### config.mk
export PLATFORM = sky130hd
export DESIGN_NAME = stopwatch_7seg
export DESIGN_NICKNAME = d
export VERILOG_FILES = /design/src/rtl/stopwatch_pkg.sv /design/src/rtl/btn_debounce.sv /design/src/rtl/stopwatch_7seg.sv
export SDC_FILE = /design/constraint.sdc
export NUM_CORES = 1
export LEC_CHECK = 0
export CORE_ASPECT_RATIO = 2
export CORE_UTILIZATION = 45
export DETAILED_ROUTE_END_ITERATION = 6
export PLACE_DENSITY = 0.66
export SKIP_CTS_REPAIR_TIMING = 1
export SLEW_MARGIN = 25
export SYNTH_ARGS = -nofsm -noshare
export SYNTH_HDL_FRONTEND = slang
export SYNTH_HIERARCHICAL = 1
export SYNTH_SLANG_ARGS = --single-unit
### constraint.sdc
create_clock -name clk -period 1.8 [get_ports clk]
set_input_delay 0.36 -clock clk [delete_from_list [all_inputs] [get_ports clk]]
set_output_delay 0.36 -clock clk [all_outputs]
set_load 0.02 [all_outputs]
### src/rtl/stopwatch_pkg.sv
// Shared types and helpers for the stopwatch: FSM states, digit width, 7-segment decode.
package stopwatch_pkg;

    typedef enum logic [1:0] {
        IDLE  = 2'd0,
        RUN   = 2'd1,
        PAUSE = 2'd2
    } state_t;

    localparam int DIGIT_W    = 4;
    localparam int NUM_DIGITS = 4;

    localparam logic [6:0] SEG_BLANK = 7'b1111111;

    // Segments ordered {g,f,e,d,c,b,a}, active-low.
    function automatic logic [6:0] seg7(input logic [DIGIT_W-1:0] d);
        case (d)
            4'd0:    return 7'b1000000;
            4'd1:    return 7'b1111001;
            4'd2:    return 7'b0100100;
            4'd3:    return 7'b0110000;
            4'd4:    return 7'b0011001;
            4'd5:    return 7'b0010010;
            4'd6:    return 7'b0000010;
            4'd7:    return 7'b1111000;
            4'd8:    return 7'b0000000;
            4'd9:    return 7'b0010000;
            default: return SEG_BLANK;
        endcase
    endfunction

endpackage

### src/rtl/btn_debounce.sv
// Push-button debouncer: 2-FF synchronizer plus tick-counted stability filter,
// emitting a one-clock pulse on a debounced press (stable 1->0).
module btn_debounce #(
    parameter int DEB_MS = 16
) (
    input  logic clk,
    input  logic rst_n,
    input  logic tick,
    input  logic btn_n,
    output logic press
);

    localparam int CNT_W = $clog2(DEB_MS);

    logic [1:0]       sync_reg;
    logic             stable_reg;
    logic [CNT_W-1:0] cnt_reg;
    logic             press_reg;

    always_ff @(posedge clk or negedge rst_n) begin
        if (!rst_n) begin
            sync_reg   <= 2'b11;
            stable_reg <= 1'b1;
            cnt_reg    <= '0;
            press_reg  <= 1'b0;
        end else begin
            sync_reg  <= {sync_reg[0], btn_n};
            press_reg <= 1'b0;
            if (sync_reg[1] == stable_reg) begin
                cnt_reg <= '0;
            end else if (tick) begin
                if (cnt_reg == CNT_W'(DEB_MS - 1)) begin
                    stable_reg <= sync_reg[1];
                    cnt_reg    <= '0;
                    // Level is flipping; a press only when it was released before.
                    press_reg  <= stable_reg;
                end else begin
                    cnt_reg <= cnt_reg + 1'b1;
                end
            end
        end
    end

    assign press = press_reg;

endmodule

### src/rtl/stopwatch_7seg.sv
// Stopwatch SS.hh on four 7-segment displays with start/stop/clear buttons.
// Optional lap-hold display when STOPWATCH_LAP_EN is defined.
module stopwatch_7seg
    import stopwatch_pkg::*;
#(
    parameter int DEB_MS         = 16,
    parameter int TICKS_PER_UNIT = 10
) (
    input  logic       clk,
    input  logic       rst_n,
    input  logic       tick_1k,
    input  logic       btn_start_n,
    input  logic       btn_clear_n,
`ifdef STOPWATCH_LAP_EN
    input  logic       btn_lap_n,
`endif
    output logic [6:0] hex0,
    output logic [6:0] hex1,
    output logic [6:0] hex2,
    output logic [6:0] hex3,
    output logic       hex2_dp,
    output logic       running
);

    localparam int SUB_W = $clog2(TICKS_PER_UNIT);

    state_t                                  state_reg;
    logic                                    running_reg;
    logic [SUB_W-1:0]                        sub_reg;
    logic [NUM_DIGITS-1:0][DIGIT_W-1:0]      digits_reg;
    logic [NUM_DIGITS-1:0][DIGIT_W-1:0]      digits_inc;
    logic [NUM_DIGITS-1:0][DIGIT_W-1:0]      disp_digits;
    logic                                    carry;
    logic                                    start_press;
    logic                                    clear_press;

    btn_debounce #(.DEB_MS(DEB_MS)) u_deb_start (
        .clk(clk), .rst_n(rst_n), .tick(tick_1k), .btn_n(btn_start_n), .press(start_press)
    );

    btn_debounce #(.DEB_MS(DEB_MS)) u_deb_clear (
        .clk(clk), .rst_n(rst_n), .tick(tick_1k), .btn_n(btn_clear_n), .press(clear_press)
    );

    // Ripple BCD increment; 99.99 rolls over to 00.00.
    always_comb begin
        digits_inc = digits_reg;
        carry      = 1'b1;
        for (int i = 0; i < NUM_DIGITS; i++) begin
            if (carry) begin
                if (digits_reg[i] == DIGIT_W'(9)) begin
                    digits_inc[i] = '0;
                end else begin
                    digits_inc[i] = digits_reg[i] + 1'b1;
                    carry         = 1'b0;
                end
            end
        end
    end

    always_ff @(posedge clk or negedge rst_n) begin
        if (!rst_n) begin
            state_reg   <= IDLE;
            running_reg <= 1'b0;
            sub_reg     <= '0;
            digits_reg  <= '0;
        end else begin
            case (state_reg)
                IDLE: begin
                    if (start_press) begin
                        state_reg   <= RUN;
                        running_reg <= 1'b1;
                        sub_reg     <= '0;
                    end
                end
                RUN: begin
                    // A tick coinciding with the stop press is dropped.
                    if (start_press) begin
                        state_reg   <= PAUSE;
                        running_reg <= 1'b0;
                    end else if (tick_1k) begin
                        if (sub_reg == SUB_W'(TICKS_PER_UNIT - 1)) begin
                            sub_reg    <= '0;
                            digits_reg <= digits_inc;
                        end else begin
                            sub_reg <= sub_reg + 1'b1;
                        end
                    end
                end
                PAUSE: begin
                    if (clear_press) begin
                        state_reg   <= IDLE;
                        running_reg <= 1'b0;
                        sub_reg     <= '0;
                        digits_reg  <= '0;
                    end else if (start_press) begin
                        state_reg   <= RUN;
                        running_reg <= 1'b1;
                    end
                end
                default: begin
                    state_reg   <= IDLE;
                    running_reg <= 1'b0;
                end
            endcase
        end
    end

`ifdef STOPWATCH_LAP_EN
    logic                               lap_press;
    logic                               hold_reg;
    logic [NUM_DIGITS-1:0][DIGIT_W-1:0] lap_digits_reg;

    btn_debounce #(.DEB_MS(DEB_MS)) u_deb_lap (
        .clk(clk), .rst_n(rst_n), .tick(tick_1k), .btn_n(btn_lap_n), .press(lap_press)
    );

    always_ff @(posedge clk or negedge rst_n) begin
        if (!rst_n) begin
            hold_reg       <= 1'b0;
            lap_digits_reg <= '0;
        end else begin
            case (state_reg)
                RUN: begin
                    if (lap_press) begin
                        hold_reg <= !hold_reg;
                        if (!hold_reg) begin
                            lap_digits_reg <= digits_reg;
                        end
                    end
                end
                PAUSE: begin
                    if (clear_press || lap_press) begin
                        hold_reg <= 1'b0;
                    end
                end
                default: ;
            endcase
        end
    end

    assign disp_digits = hold_reg ? lap_digits_reg : digits_reg;
`else
    assign disp_digits = digits_reg;
`endif

    for (genvar gi = 0; gi < NUM_DIGITS; gi++) begin : g_seg
        logic [6:0] seg_reg;
        always_ff @(posedge clk or negedge rst_n) begin
            if (!rst_n) begin
                seg_reg <= seg7('0);
            end else begin
                seg_reg <= seg7(disp_digits[gi]);
            end
        end
    end

    assign hex0    = g_seg[0].seg_reg;
    assign hex1    = g_seg[1].seg_reg;
    assign hex2    = g_seg[2].seg_reg;
    assign hex3    = g_seg[3].seg_reg;
    assign hex2_dp = 1'b0;
    assign running = running_reg;

endmodule

# [Word level (Yosys, flattened, before mapping)]
# Memory sizes are Yosys's and may differ from the RTL's. A register that Yosys moved wholly into a read port is not among the register bits.
# Index checks and enable logic that the tools add are counted.
[op_classes] n_addsub=7 eq_ne=20 n_mux=43 n_bitwise=2 reduce_logical=16
[op_table] cell="$mux 4" n=18
[op_table] cell="$mux 16" n=4
[op_table] cell="$pmux 16 s2" n=1
[op_table] cell="$add 4x1->4 const B" n=7
[op_table] cell="$eq 4x4->1 const B" n=7
[op_table] cell="$reduce_and 6->1" n=3
[op_table] cell="$mux 1" n=14
[op_table] cell="$ne 2x2->1 const B" n=6
[op_table] cell="$pmux 4 s3" n=1
[op_table] cell="$reduce_and 5->1" n=2
[op_table] cell="$mux 2" n=3
[op_table] cell="$ne 2x1->1 const B" n=3
[op_table] cell="$pmux 2 s3" n=1
[op_table] cell="$reduce_and 3->1" n=2
[op_table] cell="$reduce_bool 2->1" n=3
[op_table] cell="$logic_not 1->1" n=4
[op_table] cell="$pmux 1 s3" n=1
[op_table] cell="$reduce_bool 3->1" n=1
[op_table] cell="$eq 1x1->1" n=2
[op_table] cell="$eq 2x1->1 const B" n=1
[op_table] cell="$eq 2x2->1 const B" n=1
[op_table] cell="$logic_not 2->1" n=1
[op_table] cell="$not 1->1" n=2
[word_totals] regBits=39 romBits=448 in_bits=5 out_inout_bits=30 wordCells=107 mem_count=4
[mem_list] name="(name not given)" words=16 word_bits=7 read_ports=1 rd_clocked_by_memory_dff=1 wr=0 line_no="stopwatch_pkg.sv:17" rtl="case (d)"
[mem_list] name="(name not given)" words=16 word_bits=7 read_ports=1 rd_clocked_by_memory_dff=1 wr=0 line_no="stopwatch_pkg.sv:17"
[mem_list] name="(name not given)" words=16 word_bits=7 read_ports=1 rd_clocked_by_memory_dff=1 wr=0 line_no="stopwatch_pkg.sv:17"
[mem_list] name="(name not given)" words=16 word_bits=7 read_ports=1 rd_clocked_by_memory_dff=1 wr=0 line_no="stopwatch_pkg.sv:17"

# [Longest topological paths before layout]
# Gate-level depths: netlist of run 1.
[depth] ltp_word=9 depth_mapped=7 mapped_depth_nobuf=6

# [Cells and area by module]
# Netlist of run 1, hierarchy kept.
[modules_own_cells] mod="stopwatch_7seg" n_inst=1 cells_each=288 area_each_um2=2736.4 seq_area_each_um2=1281.2
[modules_own_cells] mod="btn_debounce" n_inst=2 cells_each=28 area_each_um2=332.8 seq_area_each_um2=203.9

# [Worst setup path after synthesis of run 1]
# OpenSTA, ideal clock, no wires.
[synth_timing] path_kind="register to register" start="register digits_reg[5] (netlist name)" end="register digits_reg[15] (netlist name)" setup_ns=0.125 arrival_ns=1.541 t_required_ns=1.675 path_slack_ns=0.134 path_stages_with_launch=8 n_path_buf=1 period_less_slack_ns=1.666 path_cell_list="dfrtp_1 > inv_1 > ha_1 > and3b_1 > buf_2 > a31oi_4 > nor2_2 > mux2_4"
[synth_via] elab_chain_len=6
[synth_rtl] element="start: declaration" line_no="stopwatch_7seg.sv:30" rtl="logic [NUM_DIGITS-1:0][DIGIT_W-1:0] digits_reg;"
[synth_rtl] element="start signal: assignment" line_no="stopwatch_7seg.sv:84" rtl="digits_reg <= digits_inc;"
[synth_rtl] element="$eq 4x4->1" line_no="stopwatch_7seg.sv:51" rtl="if (digits_reg[i] == DIGIT_W'(9)) begin"
[synth_rtl] element="$mux 1" line_no="stopwatch_7seg.sv:51"
[synth_rtl] element="$mux 1 (2 in series)" line_no="stopwatch_7seg.sv:50" rtl="if (carry) begin"
[synth_rtl] element="$ne 2x2->1 (no source line)"
[synth_rtl] element="$reduce_and 6->1 (no source line)"
# No other way between the ends.
# A chain may end at the register's enable or synchronous reset.

# [Final worst setup path of run 1]
[layout_timing] start="register sub_reg[0]" end="register digits_reg[15] (netlist name)"
[layout_via] elab_chain_len=3
[layout_rtl] element="start: declaration" line_no="stopwatch_7seg.sv:29" rtl="logic [SUB_W-1:0] sub_reg;"
[layout_rtl] element="start signal: assignment" line_no="stopwatch_7seg.sv:86" rtl="sub_reg <= sub_reg + 1'b1;"
[layout_rtl] element="$eq 4x4->1" line_no="stopwatch_7seg.sv:82" rtl="if (sub_reg == SUB_W'(TICKS_PER_UNIT - 1)) begin"
[layout_rtl] element="$ne 2x2->1 (no source line)"
[layout_rtl] element="$reduce_and 6->1 (no source line)"
# No other way between the ends.

==> results of run 1 <==
[cells in the final DEF, fill, tap and decap left out, drive strengths merged, types with 5 or more instances in the layout]
cell type / netlist / routed
nor2: 26 / 26
dfrtp: 57 / 57
nand2b: 12 / 12
o21ai: 39 / 39
clkbuf: 4 / 14
nand2: 38 / 38
clkdlybuf4s50: 0 / 28
ha: 24 / 24
a21oi: 28 / 28
inv: 18 / 18
nor3b: 5 / 5
o31ai: 11 / 11
nand3: 7 / 7
dfstp: 10 / 10
nor3: 6 / 6
buf: 10 / 26
[power by group]
group / total (mW) / switching [mW] / internal [mW] / leakage, nW
Sequential: 1.53 / 0.0103 / 1.52 / 0.857
Clock: 1.74 / 0.595 / 1.14 / 0.147
Combinational: 0.0703 / 0.0456 / 0.0247 / 0.930
Total: 3.34 / 0.651 / 2.69 / 1.93
[path summary, 6_finish.rpt]
path | endpoint | slack [ns]
min in group clk | u_deb_start/sync_reg[1] | 0.35
max | digits_reg[15] | 0.09
max reg2reg | digits_reg[15] | 0.09
min reg2reg | u_deb_start/sync_reg[1] | 0.35
min | u_deb_start/cnt_reg[2] | 0.03
max in group asynchronous | hex2[6] | 1.43
[Yosys cell counts, types with 2 or more instances]
library cell,count,share of area [%]
nand2_1,38,4.2
or3_1,2,0.37
nor3b_1,5,1.1
a21oi_1,28,4.1
dfstp_2,10,7.7
ha_1,24,8.8
nand2b_1,12,2.2
xor2_1,2,0.51
nor2_1,25,2.8
o31ai_1,11,2.4
buf_4,2,0.44
o21bai_1,2,0.44
o21ai_0,30,4.4
buf_2,8,1.2
mux2i_1,4,1.2
nand4_1,3,0.55
mux2_1,2,0.66
nand3_1,7,1.0
xnor2_1,2,0.51
clkbuf_1,4,0.44
inv_1,18,2.0
o21ai_1,9,1.3
or2_2,4,0.74
nor3_1,6,0.88
and3b_1,4,1.0
dfrtp_1,57,42
o2bb2ai_1,2,0.51
o41ai_1,3,0.77
nand3b_1,4,0.88
[per-stage QoR]
step,setup TNS (ns),hold slack (ns),cells,area (um^2)
after floorplan,0,0.06441,344,3402
after global placement,-0.2344,0.3469,480,3985
after detailed placement,-0.3581,0.3473,480,3985
after CTS,-0.02075,0.04986,496,4284
after global routing,0,0.07368,496,4298
final,0,0.03059,496,4298
[metal layers]
metal,vias to the layer above,track usage (%)
li1,1302,-
met1,1275,19.08
met2,23,34.86
met3,13,3.376
met4,0,10.70
met5,-,0
[kinds of logic after synthesis]
family	Yosys count	share of synthesized area, %
compound gates	94	17.03
xor+xnor	4	1.030
fa+ha+maj	24	8.827
buf+inv	32	4.045
flops	67	49.65
mux	7	2.280
other cells	1	0.1102
simple gates	115	17.03
[cell type report]
class	instances	area share, %
tap	92	2.678
inverter	18	1.572
timing repair buffer	58	12.75
clock inverter	2	0.8151
sequential	67	39.30
clock buffer	14	6.143
multi-input combinational	245	36.74
[worst register-to-register path, cell delays in order (launching register included)]
cell	delay, ns
dfrtp_1	0.43
ha_1	0.22
and3b_2	0.25
a22oi_4	0.31
nor2_2	0.10
mux2_4	0.30
==> results.toml, run 1 <==
[route]
routed_via_density = 5.268
firstDrtPassIters = 4
wl_per_cell_um = 13.76
wl_met1_um = 2607
wl_um = 6824
drt_iter0_drc = 122
drc_errors = 0
wl_met3_um = 129
antenna_left = 0
met2_length_um = 3926
num_vias = 2613
highest_layer = "met4"

[floorplan]
initial_utilization_pct = 46.81
num_rows = 44
core_region_area_mm2 = 0.007267
design.portCount = 35
die_width_um = 63.48
die_h_um = 125.0
dieArea_mm2 = 0.007932

[sta]
layout_setup_ws_ns = 0.08573
setup_viol = 0
rsz0062_at_grt = "false"
hold_violations = 0
timing.fmax_mhz = 583.3
slew_headroom_pct = 66.41
clock_skew_ns = 0.009012
slew_viol_final = 0
post-route-period-util_pct = 95.24
layout_min_cycle_time_ns = 1.714
tightest_slew_ns = 0.4999

[yosys]
synth.distinct_cells = 45
ys_seq_elements = 67
synth_nets = 373
ys_warn_count = 6
synth-main-ff-cell = "dfrtp_1"
syn_area_mm2 = 0.003402
syn_area_per_cell_um2 = 9.890
ys_seq_area_share_pct = 49.65
synth_edf_count = 0
synthCells = 344
synthArstFlopShare_pct = 100.0

[final_layout]
fin_nets = 428
antenna_cells = 0
seq_area_mm2 = 0.001689
area_growth_pct = 26.33
postLayoutCoreUtil_pct = 59.14
drive_gt1_share_pct = 15.59
multiInputGateArea_mm2 = 0.001579
largest_reg_flops = 16
fill_cells = 650

[placed_design]
dp_worst_setup_slack_ns = -0.09408
dp_hpwl_um = 5015
place.gp.congestion = 0.8076
numPortBuffers = 33

[clocking]
cts_htree_levels = 3
cts_buffer_depth = 2
clock_latency_ns = 0.34
cts_buffers = 9
clock-root-buffer = "clkbuf_16"
clock-sinks = 67
cts_tree = "yes"
clk_pin_slew_worst_paths_ns = 0.06

[pwr]
total_power_mw = 3.345
power.density_mw_per_mm2 = 778.3
peakVddDrop_mv = 0.4406
power.leakage_nw = 1.934

[setup_path]
slowest_stage = "dfrtp_1"
cp.arrival_ns = 1.94
cp_top_family = "flip-flops"
crit_type = "reg -> reg"
cp-end-kind = "flop"
path_cells = "ha_1 > and3b_2 > a22oi_4 > nor2_2 > mux2_4"
crit_buf_inv = 0
critPathMaxStageDelay_ns = 0.43
crit_cells = 5
crit_fanout = 8
reg2regPathDepth = 5
crit_start = "sub_reg[0]"
rr_startpoint = "sub_reg[0]"
worstPathRequired_ns = 2.02
startpoint_type = "flop"

[min_path]
hp-class = "in -> async"

[global_route]
grt_pass1_vias = 2673
track_usage_pct = 18.86
antenna_found_initial = 0
grt-ovfl-total = 0
grt_pass1_wl_um = 11590
grt_start_max_net_pins = 68

[run_status]
outcome = "complete, no violations"

[flow_run]
drv_cap = 0
Note: power is estimated with default switching activity, not from simulation.
==> run 2: changes to the inputs <==
--- a/config.mk
+++ b/config.mk
@@ -5,10 +5,13 @@
 export SDC_FILE = /design/constraint.sdc
 export NUM_CORES = 1
 export LEC_CHECK = 0
+export CELL_PAD_IN_SITES_DETAIL_PLACEMENT = 0
+export CELL_PAD_IN_SITES_GLOBAL_PLACEMENT = 1
 export CORE_ASPECT_RATIO = 2
 export CORE_UTILIZATION = 45
 export DETAILED_ROUTE_END_ITERATION = 6
-export PLACE_DENSITY = 0.66
+export DONT_BUFFER_PORTS = 1
+export PLACE_DENSITY_LB_ADDON = 0.1
 export SKIP_CTS_REPAIR_TIMING = 1
 export SLEW_MARGIN = 25
 export SYNTH_ARGS = -nofsm -noshare
==> results.toml, run 2 (synthesis results as in run 1) <==
[clocking]
cts_buffer_depth = 2
clock-root-buffer = "clkbuf_16"
cts_htree_levels = 3
clock_latency_ns = 0.33
clock-sinks = 67
cts_buffers = 9
cts_tree = "yes"
clk_pin_slew_worst_paths_ns = 0.05

[final_layout]
final_cells = 460
fill_cells = 713
layout_common_cells = "57 x dfrtp_1, 38 x nand2_1, 30 x o21ai_0, 28 x a21oi_1, 25 x nor2_1"
drive_gt1_share_pct = 16.85
postLayoutCoreUtil_pct = 54.82
fin_nets = 392
area_growth_pct = 17.10
largest_reg_flops = 16
layout_commonest_cell = "dfrtp_1"
antenna_cells = 0

[sta]
slew_viol_final = 0
slew_headroom_pct = 66.72
hold_slack_ns = -0.2761
timing.fmax_mhz = 604.5
layout_min_cycle_time_ns = 1.654
hold_violations = 67
tightest_slew_ns = 0.4953
post-route-period-util_pct = 91.90
rsz0062_at_grt = "false"
clock_skew_ns = 0.006648
setup_viol = 0

[global_route]
grt-ovfl-total = 0
antenna_found_initial = 0
track_usage_pct = 18.89
grt_start_max_net_pins = 68
grt_pass1_vias = 2528
grt_pass1_wl_um = 11370

[floorplan]
initial_utilization_pct = 46.81
dieArea_mm2 = 0.007932
num_rows = 44
design.portCount = 35
die_h_um = 125.0
core_region_area_mm2 = 0.007267
die_width_um = 63.48

[setup_path]
path_cells = "inv_1 > ha_1 > and3b_1 > a31oi_4 > nor2_2 > mux2_4"
crit_fanout = 6
crit_type = "reg -> reg"
worstPathRequired_ns = 2.01
slowest_stage = "dfrtp_1"
startpoint_type = "flop"
crit_start = "digits_reg[5]"
r2r_end = "digits_reg[15]"
critPathMaxStageDelay_ns = 0.37
rr_startpoint = "digits_reg[5]"
reg2regPathDepth = 6
cp.arrival_ns = 1.86
cp-end-kind = "flop"
reg2reg_slack_ns = 0.15

[route]
drt_iter0_drc = 69
num_vias = 2479
wl_met1_um = 2573
routed_via_density = 5.389
antenna_left = 0
highest_layer = "met4"
wl_met3_um = 143
wl_um = 6751
met2_length_um = 3886
drc_errors = 0
firstDrtPassIters = 4
wl_per_cell_um = 14.68

[pwr]
power.density_mw_per_mm2 = 909.6
power.leakage_nw = 1.805
total_power_mw = 3.624
peakVddDrop_mv = 0.5223

[flow_run]
drv_cap = 0

[placed_design]
place_inst = 444
place.gp.congestion = 0.8655
dp_hpwl_um = 4993
numPortBuffers = 0

[run_status]
outcome = "finished, violations left"
violations = "negative hold slack"

[min_path]
hp-class = "in -> async"
[run 2: worst max path at each step]
stage                     end  slack, ns  cells past startpoint
3_5_place_dp   digits_reg[13]       0.01                      6
5_1_grt         digits_reg[7]       0.02                      7
6_report       digits_reg[15]       0.15                      6
3_3_place_gp   digits_reg[13]       0.08                      6
2_1_floorplan  digits_reg[15]       0.13                      7
4_1_cts        digits_reg[13]     -0.009                      6
[run 2: where the power goes]
group / switching [mW] / internal, mW / total (mW) / leakage [nW]
sequential: 0.0104 / 1.52 / 1.53 / 0.857
combinational: 0.0128 / 0.0125 / 0.0253 / 0.770
clock: 0.602 / 1.46 / 2.06 / 0.179
total: 0.625 / 3.00 / 3.62 / 1.81
[run 2: per-stage QoR]
step	area (um^2)	setup WS, ns	hold slack, ns	setup TNS (ns)
after floorplan	3402	0.1338	0.06441	0
after global placement	3612	0.08431	0.06624	0
after detailed placement	3612	0.01121	0.06627	0
after CTS	3974	-0.008861	-0.2852	-0.008861
after global routing	3984	0.02403	-0.2932	0
final	3984	0.1458	-0.2761	0
[run 2: critical path: cells and delay by family, from the launching register on]
kind	cells	cell delay, ns
and+or+nand+nor	2	0.46
DFF	1	0.37
muxes	1	0.31
AOI/OAI and AO/OA	1	0.17
adders and majority gates	1	0.16
buffers and inverters	1	0.07
[run 2: cell type report]
type,count,area [um^2],share of cell area (%)
Multi-Input combinational cell,245,1585,39.79
Timing Repair Buffer,22,165.2,4.146
Inverter,18,67.56,1.696
Clock buffer,12,266.5,6.690
Clock inverter,4,95.09,2.387
Tap cell,92,115.1,2.889
Sequential cell,67,1689,42.40
[run 2: layer usage]
metal  track usage [%]  vias up
li1                  -     1228
met1             18.58     1220
met2             34.79       23
met3             4.380        8
met4             10.70        0
met5                 0        -
==> run 3: changes to the inputs <==
--- a/config.mk
+++ b/config.mk
@@ -16,5 +16,4 @@
 export SLEW_MARGIN = 25
 export SYNTH_ARGS = -nofsm -noshare
 export SYNTH_HDL_FRONTEND = slang
-export SYNTH_HIERARCHICAL = 1
 export SYNTH_SLANG_ARGS = --single-unit
==> results.toml, run 3 <==
[route]
firstDrtPassIters = 4
num_vias = 2446
drc_errors = 0
wl_per_cell_um = 14.40
antenna_left = 0
drt_iter0_drc = 106
routed_via_density = 5.306
wl_um = 6639

[pwr]
power.density_mw_per_mm2 = 821.2
peakVddDrop_mv = 0.4391
power.leakage_nw = 1.843
total_power_mw = 3.232

[floorplan]
die_h_um = 124.6
num_rows = 44
design.portCount = 35
die_width_um = 63.33
initial_utilization_pct = 46.57
core_region_area_mm2 = 0.007267
dieArea_mm2 = 0.007893

[sta]
slew_viol_final = 0
timing.fmax_mhz = 583.2
hold_slack_ns = -0.2762
hold_violations = 67
clock_skew_ns = 0.004369
rsz0062_at_grt = "false"
tns_ns = 0
layout_min_cycle_time_ns = 1.715
setup_viol = 0
post-route-period-util_pct = 95.26

[clocking]
cts_buffer_depth = 2
clock_latency_ns = 0.33
cts_buffers = 9
clock-root-buffer = "clkbuf_16"
cts_htree_levels = 3
clk_pin_slew_worst_paths_ns = 0.05
clock-sinks = 67
cts_tree = "yes"

[final_layout]
antenna_cells = 0
drive_gt1_share_pct = 18.43
layout_common_cells = "56 x dfrtp_1, 33 x nor2_1, 32 x o21ai_0, 30 x nand2_1, 27 x buf_4"
final_cells = 461
fin_nets = 393
area_growth_pct = 16.27
layout_commonest_cell = "dfrtp_1"
largest_reg_flops = 16

[flow_run]
drv_cap = 0

[global_route]
track_usage_pct = 19.30
grt_pass1_wl_um = 11730
antenna_found_initial = 0
grt_pass1_vias = 2544
grt-ovfl-total = 0
grt_start_max_net_pins = 68

[yosys]
netlist_top_cells_area = "dfrtp_1 42%, ha_1 8.9%, dfstp_2 7.8%, o21ai_0 4.7%, nor2_1 3.7%"
ys_warn_count = 0
synth_most_common_cell = "dfrtp_1"
synth_top_area_share_pct = 42.14
ys_seq_elements = 67
synth.distinct_cells = 45
synthCells = 342
yosys-top-cells-count = "57 x dfrtp_1, 33 x nor2_1, 32 x o21ai_0, 30 x nand2_1"
synth_nets = 371
synthArstFlopShare_pct = 100.0
syn_area_mm2 = 0.003384
synth-main-ff-cell = "dfrtp_1"
ys_seq_area_share_pct = 49.91
synth_edf_count = 0
syn_area_per_cell_um2 = 9.896
yosysTopAreaCell = "dfrtp_1"

[run_status]
violations = "negative hold slack"
outcome = "finished, violations left"

[setup_path]
cp-end-kind = "flop"
reg2regPathDepth = 6
worstPathRequired_ns = 2.03
crit_type = "reg -> reg"
cp.arrival_ns = 1.95
crit_fanout = 4
startpoint_type = "flop"
reg2reg_slack_ns = 0.09

[placed_design]
dp_hpwl_um = 4809
numPortBuffers = 0
place_inst = 445
place.gp.congestion = 0.8062

[min_path]
hp-class = "in -> async"
-- run 3: cell count changes in the layout (fill, tap and decap cells not counted), sizes merged, moves of 3 or more --
| cell | before | now |
|---|---|---|
| buf | 22 | 27 |
| bufinv | 3 | 0 |
| nand3b | 4 | 1 |
| o21ai | 39 | 34 |
| nor2 | 26 | 33 |
| a21oi | 28 | 24 |
| clkbuf | 12 | 15 |
| nand2 | 38 | 30 |
-- run 3: critical path, stage by stage, from the launching register on --
cell and delay [ns]:
dfrtp_1 0.38, inv_1 0.06, ha_1 0.12, and3b_1 0.19
o22ai_2 0.11, or4_4 0.56, o31ai_2 0.19
-- run 3: kinds of logic (layout without fill, tap and decap cells) --
kind of cell / count (synthesis) / count (layout) / synth area share (%)
xor+xnor: 4 / 4 / 1.035
fa+ha+maj: 24 / 24 / 8.873
mux: 9 / 9 / 2.773
buf+inv: 36 / 63 / 4.510
flops: 67 / 67 / 49.91
simple gates: 114 / 114 / 17.01
compound gates: 87 / 87 / 15.79
other cells: 1 / 1 / 0.1108
-- run 3: metal layers --
layer	wire length, um	vias to the layer above	track usage (%)	share of wire [%]
met4	154	0	9.225	2.3
met2	3657	28	34.04	55
met5	0	-	0	0
met3	152	10	4.945	2.3
li1	-	1219	-	-
met1	2675	1189	20.74	40
-- run 3: area by class of cell --
type / count / area, um^2
Sequential cell: 67 / 1690
Timing Repair Buffer: 27 / 202.7
Multi-Input combinational cell: 239 / 1559
Inverter: 20 / 75.07
Clock inverter: 1 / 5.005
Tap cell: 92 / 115.1
Fill cell: 686 / 3332
Clock buffer: 15 / 287.8
-- run 3: per-stage QoR --
stage          hold slack, ns  setup slack (ns)  instance area [um^2]  utilization [%]
3_5_place_dp          0.06602           0.06062                  3625            49.88
3_3_place_gp          0.06569            0.1054                  3625            49.88
5_1_grt               -0.2925           0.02775                  3935            54.15
4_1_cts               -0.2894           0.04731                  3918            53.91
2_1_floorplan         0.06441           0.04599                  3385                -
6_report              -0.2762           0.08533                  3935            54.15
-- run 3: report_power, final --
part	leakage, nW	internal, mW	switching [mW]
sequential	0.887	1.52	0.0114
combinational	0.811	0.0118	0.0139
clock	0.146	1.08	0.590
total	1.84	2.62	0.615
-- run 3: worst paths after layout --
kind / from / endpoint
setup / recovery: sub_reg[1] / digits_reg[7]
hold / removal: rst_n / u_deb_start.cnt_reg[2]
setup reg to reg: sub_reg[1] / digits_reg[7]
hold reg to reg: u_deb_start.sync_reg[0] / u_deb_start.sync_reg[1]
max in group asynchronous: rst_n / hex3[6]
min in group clk: btn_start_n / u_deb_start.sync_reg[0]
